[config.mk]
export PLATFORM = sky130hd
export DESIGN_NAME = obc_acc_seq
export DESIGN_NICKNAME = d
export VERILOG_FILES = /design/src/rtl/obc_acc_seq.sv
export SDC_FILE = /design/constraint.sdc
export NUM_CORES = 1
export LEC_CHECK = 0
export ABC_AREA = 1
export BUFFER_PORTS_ARGS = -buffer_cell sky130_fd_sc_hd__buf_2
export CAP_MARGIN = 25
export CORE_AREA = 2 2 140 101
export CTS_CLUSTER_DIAMETER = 30
export DETAILED_ROUTE_END_ITERATION = 8
export DIE_AREA = 0 0 142 103
export PLACE_DENSITY = 0.76
export RECOVER_POWER = 50
export SLEW_MARGIN = 5
export SYNTH_ARGS = -nofsm -noshare
export SYNTH_HDL_FRONTEND = slang
export SYNTH_SLANG_ARGS = --single-unit
export TNS_END_PERCENT = 5
[constraint.sdc]
create_clock -name clk -period 2.7 [get_ports clk]
set_input_delay 0 -clock clk [delete_from_list [all_inputs] [get_ports clk]]
set_output_delay 0 -clock clk [all_outputs]
set_load 0.005 [all_outputs]
[src/rtl/obc_acc_seq.sv]
// obc_acc_seq -- sequencer for the shared ACC_W-bit adder in the OBC DFT
// datapath. It walks the NBITS bit-planes of one inner product MSB-first,
// shift-accumulating the LUT partial sums, then adds the OBC offset once.
// The adder is external and purely combinational.
//
// Ports:
//   clk, rst              clock (rising edge), async active-high reset
//   start, offset         begin request (IDLE only) and offset constant
//   busy                  high outside IDLE
//   bit_idx               bit-plane select to the LUT, NBITS-1 down to 0
//   lut_valid/ready/data  partial-sum handshake from the LUT bank
//   add_a, add_b, add_sum external adder operands and result
//   res_valid/ready       result handshake, result = inner product
//   ovf                   (OBC_OVF_DETECT_EN only) sticky signed overflow
//
// Optional feature macro: OBC_OVF_DETECT_EN adds the ovf output.
module obc_acc_seq #(
    parameter int ACC_W = 32,
    parameter int NBITS = 16,
    parameter int IDX_W = 4
) (
    input  logic             clk,
    input  logic             rst,
    input  logic             start,
    input  logic [ACC_W-1:0] offset,
    output logic             busy,
    output logic [IDX_W-1:0] bit_idx,
    input  logic             lut_valid,
    input  logic [ACC_W-1:0] lut_data,
    output logic             lut_ready,
    output logic [ACC_W-1:0] add_a,
    output logic [ACC_W-1:0] add_b,
    input  logic [ACC_W-1:0] add_sum,
    output logic             res_valid,
    input  logic             res_ready,
`ifdef OBC_OVF_DETECT_EN
    output logic             ovf,
`endif
    output logic [ACC_W-1:0] result
);

    localparam logic [1:0] S_IDLE = 2'd0;
    localparam logic [1:0] S_RUN  = 2'd1;
    localparam logic [1:0] S_OFFS = 2'd2;
    localparam logic [1:0] S_DONE = 2'd3;

    localparam logic [IDX_W-1:0] TOP_IDX = IDX_W'(NBITS - 1);

    logic [1:0]       state;
    logic [ACC_W-1:0] acc;
    logic [ACC_W-1:0] offs_q;
    logic             beat;

    assign busy      = (state != S_IDLE);
    assign lut_ready = (state == S_RUN);
    assign res_valid = (state == S_DONE);
    assign beat      = lut_valid && lut_ready;

    // Operand steering. The sign plane carries negative weight in the
    // two's-complement input word, so its partial sum is subtracted.
    always_comb begin
        add_a = '0;
        add_b = '0;
        case (state)
            S_RUN: begin
                add_a = {acc[ACC_W-2:0], 1'b0};
                add_b = (bit_idx == TOP_IDX) ? (ACC_W'(0) - lut_data) : lut_data;
            end
            S_OFFS: begin
                add_a = acc;
                add_b = offs_q;
            end
            default: ;
        endcase
    end

    always_ff @(posedge clk or posedge rst) begin
        if (rst) begin
            state   <= S_IDLE;
            acc     <= '0;
            offs_q  <= '0;
            bit_idx <= '0;
            result  <= '0;
        end else begin
            case (state)
                S_IDLE: begin
                    if (start) begin
                        offs_q  <= offset;
                        acc     <= '0;
                        bit_idx <= TOP_IDX;
                        state   <= S_RUN;
                    end
                end
                S_RUN: begin
                    // Stalls (lut_valid low) simply hold everything.
                    if (beat) begin
                        acc <= add_sum;
                        if (bit_idx == '0) state <= S_OFFS;
                        else               bit_idx <= bit_idx - 1'b1;
                    end
                end
                S_OFFS: begin
                    acc    <= add_sum;
                    result <= add_sum;
                    state  <= S_DONE;
                end
                default: begin
                    // start is deliberately not looked at here, even on the
                    // handshake cycle.
                    if (res_ready) state <= S_IDLE;
                end
            endcase
        end
    end

`ifdef OBC_OVF_DETECT_EN
    logic step_ovf;
    logic step_live;

    // Signed overflow: operands agree in sign, sum disagrees.
    assign step_ovf  = (add_a[ACC_W-1] == add_b[ACC_W-1]) &&
                       (add_sum[ACC_W-1] != add_a[ACC_W-1]);
    assign step_live = (state == S_OFFS) || beat;

    always_ff @(posedge clk or posedge rst) begin
        if (rst)                          ovf <= 1'b0;
        else if (state == S_IDLE && start) ovf <= 1'b0;
        else if (step_live && step_ovf)    ovf <= 1'b1;
    end
`endif

endmodule
Yosys cells after proc, flatten, opt, wreduce, memory -nomap -nowiden
Index checks and enable logic that the tools add are counted.
W data, S select, Z words.
{"block": "classes", "muxes": 15, "add_sub_neg": 2, "eq_ne": 8, "n_reduce_logical": 11}
{"operator": "$pmux W32 S2", "n": 2}
{"operator": "$mux W32", "n": 3}
{"operator": "$pmux W32 S3", "n": 1}
{"operator": "$sub A1 B32 Y32 const A", "n": 1}
{"operator": "$mux W4", "n": 3}
{"operator": "$mux W2", "n": 4}
{"operator": "$pmux W4 S2", "n": 1}
{"operator": "$reduce_and A4 Y1", "n": 2}
{"operator": "$pmux W2 S3", "n": 1}
{"operator": "$eq A2 B2 Y1 const B", "n": 2}
{"operator": "$eq A4 B4 Y1 const B", "n": 1}
{"operator": "$logic_not A4 Y1", "n": 1}
{"operator": "$ne A2 B1 Y1 const B", "n": 2}
{"operator": "$ne A2 B2 Y1 const B", "n": 2}
{"operator": "$reduce_bool A2 Y1", "n": 2}
{"operator": "$reduce_bool A4 Y1", "n": 1}
{"operator": "$sub A4 B1 Y4 const B", "n": 1}
{"operator": "$reduce_and A3 Y1", "n": 1}
{"operator": "$reduce_bool A3 Y1", "n": 1}
{"operator": "$eq A2 B1 Y1 const B", "n": 1}
{"operator": "$logic_not A2 Y1", "n": 1}
{"operator": "$reduce_and A2 Y1", "n": 1}
{"operator": "$logic_and A1 B1 Y1", "n": 1}
{"block": "word_totals", "ff_bits": 102, "input_bits": 101, "output_inout_bits": 103, "elab_cells": 41}

Depth between registers and ports, before layout
{"block": "depth", "depth_word": 4, "mapped_depth": 12, "mapped_depth_nobuf": 11}

Worst setup path before layout
Ideal clock, no wire load.
{"block": "synth_timing", "kind": "register to register", "from": "register state[1]", "to": "register bit_idx[0]", "setup_slack_ps": 1121, "setup_ps": 129, "arrival_time_ps": 1450, "path_stages_with_launch": 12, "path_cell_list": "dfrtp_1 > inv_1 > ha_1 > buf_2 > inv_2 > or2_4 > nand2_4 > a21oi_1 > nand2_2 > inv_2 > o21ai_0 > o21ai_0"}
{"block": "synth_via", "elab_chain_len": 4, "elab_cells_between_ends": 9, "classes_between": "eq/ne (4); mux (1); reduce/logical (4)"}
{"element": "start: declaration", "line_no": "49", "source": "logic [1:0] state;"}
{"element": "start signal: assignment", "line_no": "79", "source": "state <= S_IDLE;"}
{"element": "start signal: assignment", "line_no": "91", "source": "state <= S_RUN;"}
{"element": "start signal: assignment", "line_no": "98", "source": "if (bit_idx == '0) state <= S_OFFS;"}
{"element": "$eq A2 B1 Y1 (*)", "line_no": "55", "source": "assign lut_ready = (state == S_RUN);"}
{"element": "named net lut_ready", "line_no": "30", "source": "output logic lut_ready,"}
{"element": "$logic_and A1 B1 Y1", "line_no": "57", "source": "assign beat = lut_valid && lut_ready;"}
{"element": "$ne A2 B1 Y1 (no line)"}
{"element": "$reduce_and A4 Y1 (no line)"}
{"element": "end signal: assignment", "line_no": "99", "source": "else bit_idx <= bit_idx - 1'b1;"}
{"element": "end: declaration", "line_no": "27", "source": "output logic [IDX_W-1:0] bit_idx,"}
The timed path passes the listed nets; every way through them passes the cells marked *.
A chain may end at the register's enable or synchronous reset.

Final worst setup path
{"block": "layout_timing", "from": "register bit_idx[1]", "to": "output add_b[10]"}
{"block": "layout_via", "elab_chain_len": 3}
{"element": "$eq A4 B4 Y1", "line_no": "67", "source": "add_b = (bit_idx == TOP_IDX) ? (ACC_W'(0) - lut_data) : lut_data;"}
{"element": "$mux W32", "line_no": "67"}
{"element": "$pmux W32 S2", "line_no": "64", "source": "case (state)"}
{"element": "end: declaration", "line_no": "32", "source": "output logic [ACC_W-1:0] add_b,"}
No other way between the ends.

==> metrics.md <==
| Metric | Value |
|---|---|
| Status | `complete, no violations` |
| Drt first pass iters | `5` |
| Mapped Area | `6010 sq um` |
| Worst min path class | `in -> reg` |
| EDFF count, synth | `0` |
| Pleak | `between 4 and 5 nW` |
| Crit-path leading delay family | `simple AND/OR/NAND/NOR gates` |
| Async S/R FF share, synth | `1.00` |
| Worst path required time | `around 2.7 ns` |
| GRT Total Usage | `0.261` |
| # IOs | `204` |
| Slew Limit Headroom | `0.167` |
| Total negative slack | `0 ns` |
| Ys Warns | `0` |
| Fraction of layout instances using a drive strength above 1 | `0.248` |
| Cell with the most instances after synthesis | `nand2_1` |
| PD cells | `1090 nW/um^2` |
| Max IR drop VDD | `0.000574 V` |
| Clk root buf | `clkbuf_16` |
| FP Rows | `36` |
| Vias per cell | `5.15` |
| Worst path bufs/invs | `1` |
| Post-cts sizing count | `0` |
| DRT Wirelength | `19100 um` |
| Clk Latency, worst-skew pair | `~0.35 ns` |
| Final Cycle Share | `0.926` |
| Critical path fanouts, max | `22` |
| Slowest CP cell | `o21ai_0` |
| Layout area overhead | `34.6%` |
| Avg Inst Size Synth | `7.17 sq um` |
| Largest net degree at the start of global routing | `61` |
| IO buf count | `just over 200` |
| Final setup fails | `0` |
| Via Count | `6486` |
| Max Cap Viol | `0` |
| Worst r2r path cells | `7` |
| Critical-path cell list | `ha_1 > nand2_1 > nor2_4 > nand2_2 > o21ai_0 > a21oi_1 > buf_2` |
| WP depth | `7` |
| F_max | `0.400 GHz` |
| Post-synth cell types | `29` |
| Area leader, netlist | `dfrtp_1` |
| Initial core utilization | `0.446` |
| Gr ovfl total | `0` |
| Initial antenna violation count | `0` |
| First-pass GRT wire length | `30100 um` |
| RSZ-0062 raised after global routing | `no` |
| CP Data Arrival Time | `approximately 2.5 ns` |
| Post-CTS Repair Setup Buffers | `0` |
| Remaining DRCs | `0` |
| Setup Crit Path Kind | `reg -> out` |
| Core area | `around 13000 sq um` |
| Slew @ Worst Pin | `1.25 ns` |
| Hold Fails Final Rpt | `0` |
| Skew final | `0.00699 ns` |
| Die Y-Extent | `103 um` |
| Layout net count | `1191` |
| TritonCTS clock tree | `built` |
| Die area | `14600 sq um` |
| Max clock buf depth | `2` |
| ANT nets after route | `0` |
| H-tree levels | `3` |
| Slowest stage delay, CP | `0.50 ns` |
| Share of the synthesized area in the top cell type | `0.425` |
| Final instance area | `8090 sq um` |
| Net Count, Synth | `946` |
| Top FF cell, synth | `dfrtp_1` |
| Starting DRT DRC Count | `505` |
| Top cells by area, synth | `dfrtp_1 (42%), nand2_1 (20%), nand3_1 (7.0%), mux2_2 (6.0%), a21oi_1 (5.8%)` |
| WL/cell | `15.2 um` |
| Crit path launch type | `register` |
| Post-synth top cells | `nand2_1 (326), dfrtp_1 (102), nand3_1 (84)` |
| Slew Limit Fails | `0` |
| Placed inst area | `7150 sq um` |
| Critical Path End Type | `output port` |
| Min-Delay Path Depth | `4` |
| Number of diodes | `0` |
| Synthesized flop and latch total | `between 100 and 150` |
| Number of global-route vias before repair | `5860` |
| Clk sinks | `102` |
| Sequential area share after synthesis | `0.425` |
| Clock buffer count from CTS | `9` |
| Die width | `142 um` |
| Final GP Congestion | `0.980` |
| Syn Inst Count | `about 840` |
| Worst-path clk slew | `0.07 ns` |
| Minimum clock period | `approximately 2.5 ns` |
| DPL Wire Length | `between 10000 and 15000 um` |
==> where the power goes <==
group | internal, mW | total [mW] | switching (mW)
Sequential | 2.23 | 2.63 | 0.406
Clock | 0.753 | 1.42 | 0.664
Combinational | 1.75 | 4.79 | 3.05
==> worst register-to-register path, cell delays in order, from the launching register on <==
cell and delay (ns):
dfrtp_1 0.44, inv_1 0.11, ha_2 0.19, buf_4 0.54, nand4_1 0.25, nand2_1 0.15, nand3_1 0.12, a32o_1 0.22
==> logic make-up after synthesis <==
| logic type | after synthesis | synth area share |
|---|---|---|
| adder cells (fa/ha/maj) | 7 | 0.0146 |
| AND/OR/NAND/NOR | 483 | 0.329 |
| multiplexers | 32 | 0.0600 |
| AO/OA/AOI/OAI | 126 | 0.109 |
| buffers and inverters | 88 | 0.0633 |
| flip-flops | 102 | 0.425 |
==> worst paths after layout <==
| check | from | endpoint | slack (ns) |
|---|---|---|---|
| worst min register to register | result[27] | result[27] | 0.47 |
| worst max-delay path | bit_idx[1] | add_b[10] | 0.20 |
| min in group asynchronous | rst | offs_q[6] | 0.53 |
| worst max register to register | state[1] | state[0] | 0.57 |
| worst min-delay path | res_ready | state[0] | 0.11 |
| max in group asynchronous | rst | acc[21] | 0.51 |
==> state kept, by name (all words and copies together), names as in the netlist <==
name     flops
result      32
state        2
acc         32
offs_q      32
bit_idx      4
==> routing by layer <==
layer / vias to the layer above / GRT usage / wire [um]
li1: 3194 / - / -
met1: 2987 / 0.389 / 9060
met2: 281 / 0.386 / 8130
met3: 24 / 0.0613 / 1680
met4: 0 / 0.0569 / 266
met5: - / 0 / 0
==> per-stage QoR <==
| stage | hold slack, ns | std cells | util | setup slack (ns) | total power [mW] |
|---|---|---|---|---|---|
| 5_1_grt | 0.132 | 1259 | 0.601 | 0.0807 | 9.57 |
| 2_1_floorplan | 0.100 | 838 | - | 0.0245 | 5.76 |
| 3_3_place_gp | 0.194 | 1178 | 0.531 | 0.650 | 7.22 |
| 6_report | 0.107 | 1259 | 0.601 | 0.201 | 8.84 |
| 4_1_cts | 0.0909 | 1259 | 0.604 | 0.288 | 8.87 |
| 3_5_place_dp | 0.195 | 1178 | 0.531 | 0.616 | 7.36 |
==> final cells by class <==
type                       instances  area (sq um)
clock inverter                     7           101
timing repair buffer             281          1750
sequential                       102          2550
multi-input combinational        648          3090
clock buffer                       9           225
inverter                          41           154
fill                            1216          5380
tap                              171           214
==> cells in the final DEF (no fill, tap or decap), types with 2 or more instances in the layout <==
master | netlist | layout
mux2_2 | 32 | 32
nand3b_1 | 2 | 2
nand3_1 | 84 | 84
dfrtp_1 | 102 | 102
buf_2 | 19 | 188
o21ai_0 | 45 | 45
clkinv_8 | 0 | 2
clkbuf_1 | 16 | 15
buf_4 | 0 | 9
dlygate4sd3_1 | 0 | 65
nand2_1 | 326 | 326
inv_8 | 0 | 2
clkbuf_16 | 0 | 9
nand2_2 | 6 | 6
inv_1 | 37 | 36
nor2_4 | 2 | 2
inv_2 | 4 | 5
nor2_1 | 58 | 58
o21ai_2 | 3 | 3
clkbuf_2 | 0 | 2
a21oi_1 | 70 | 70
o21ai_1 | 4 | 4
ha_1 | 7 | 5
==> what timing repair did <==
item	4_1_cts	5_1_grt
endpoints found under the setup margin	0	0
hold buffers	65	0
hold endpoints to repair	153	0
(Power assumes the default switching activity.)
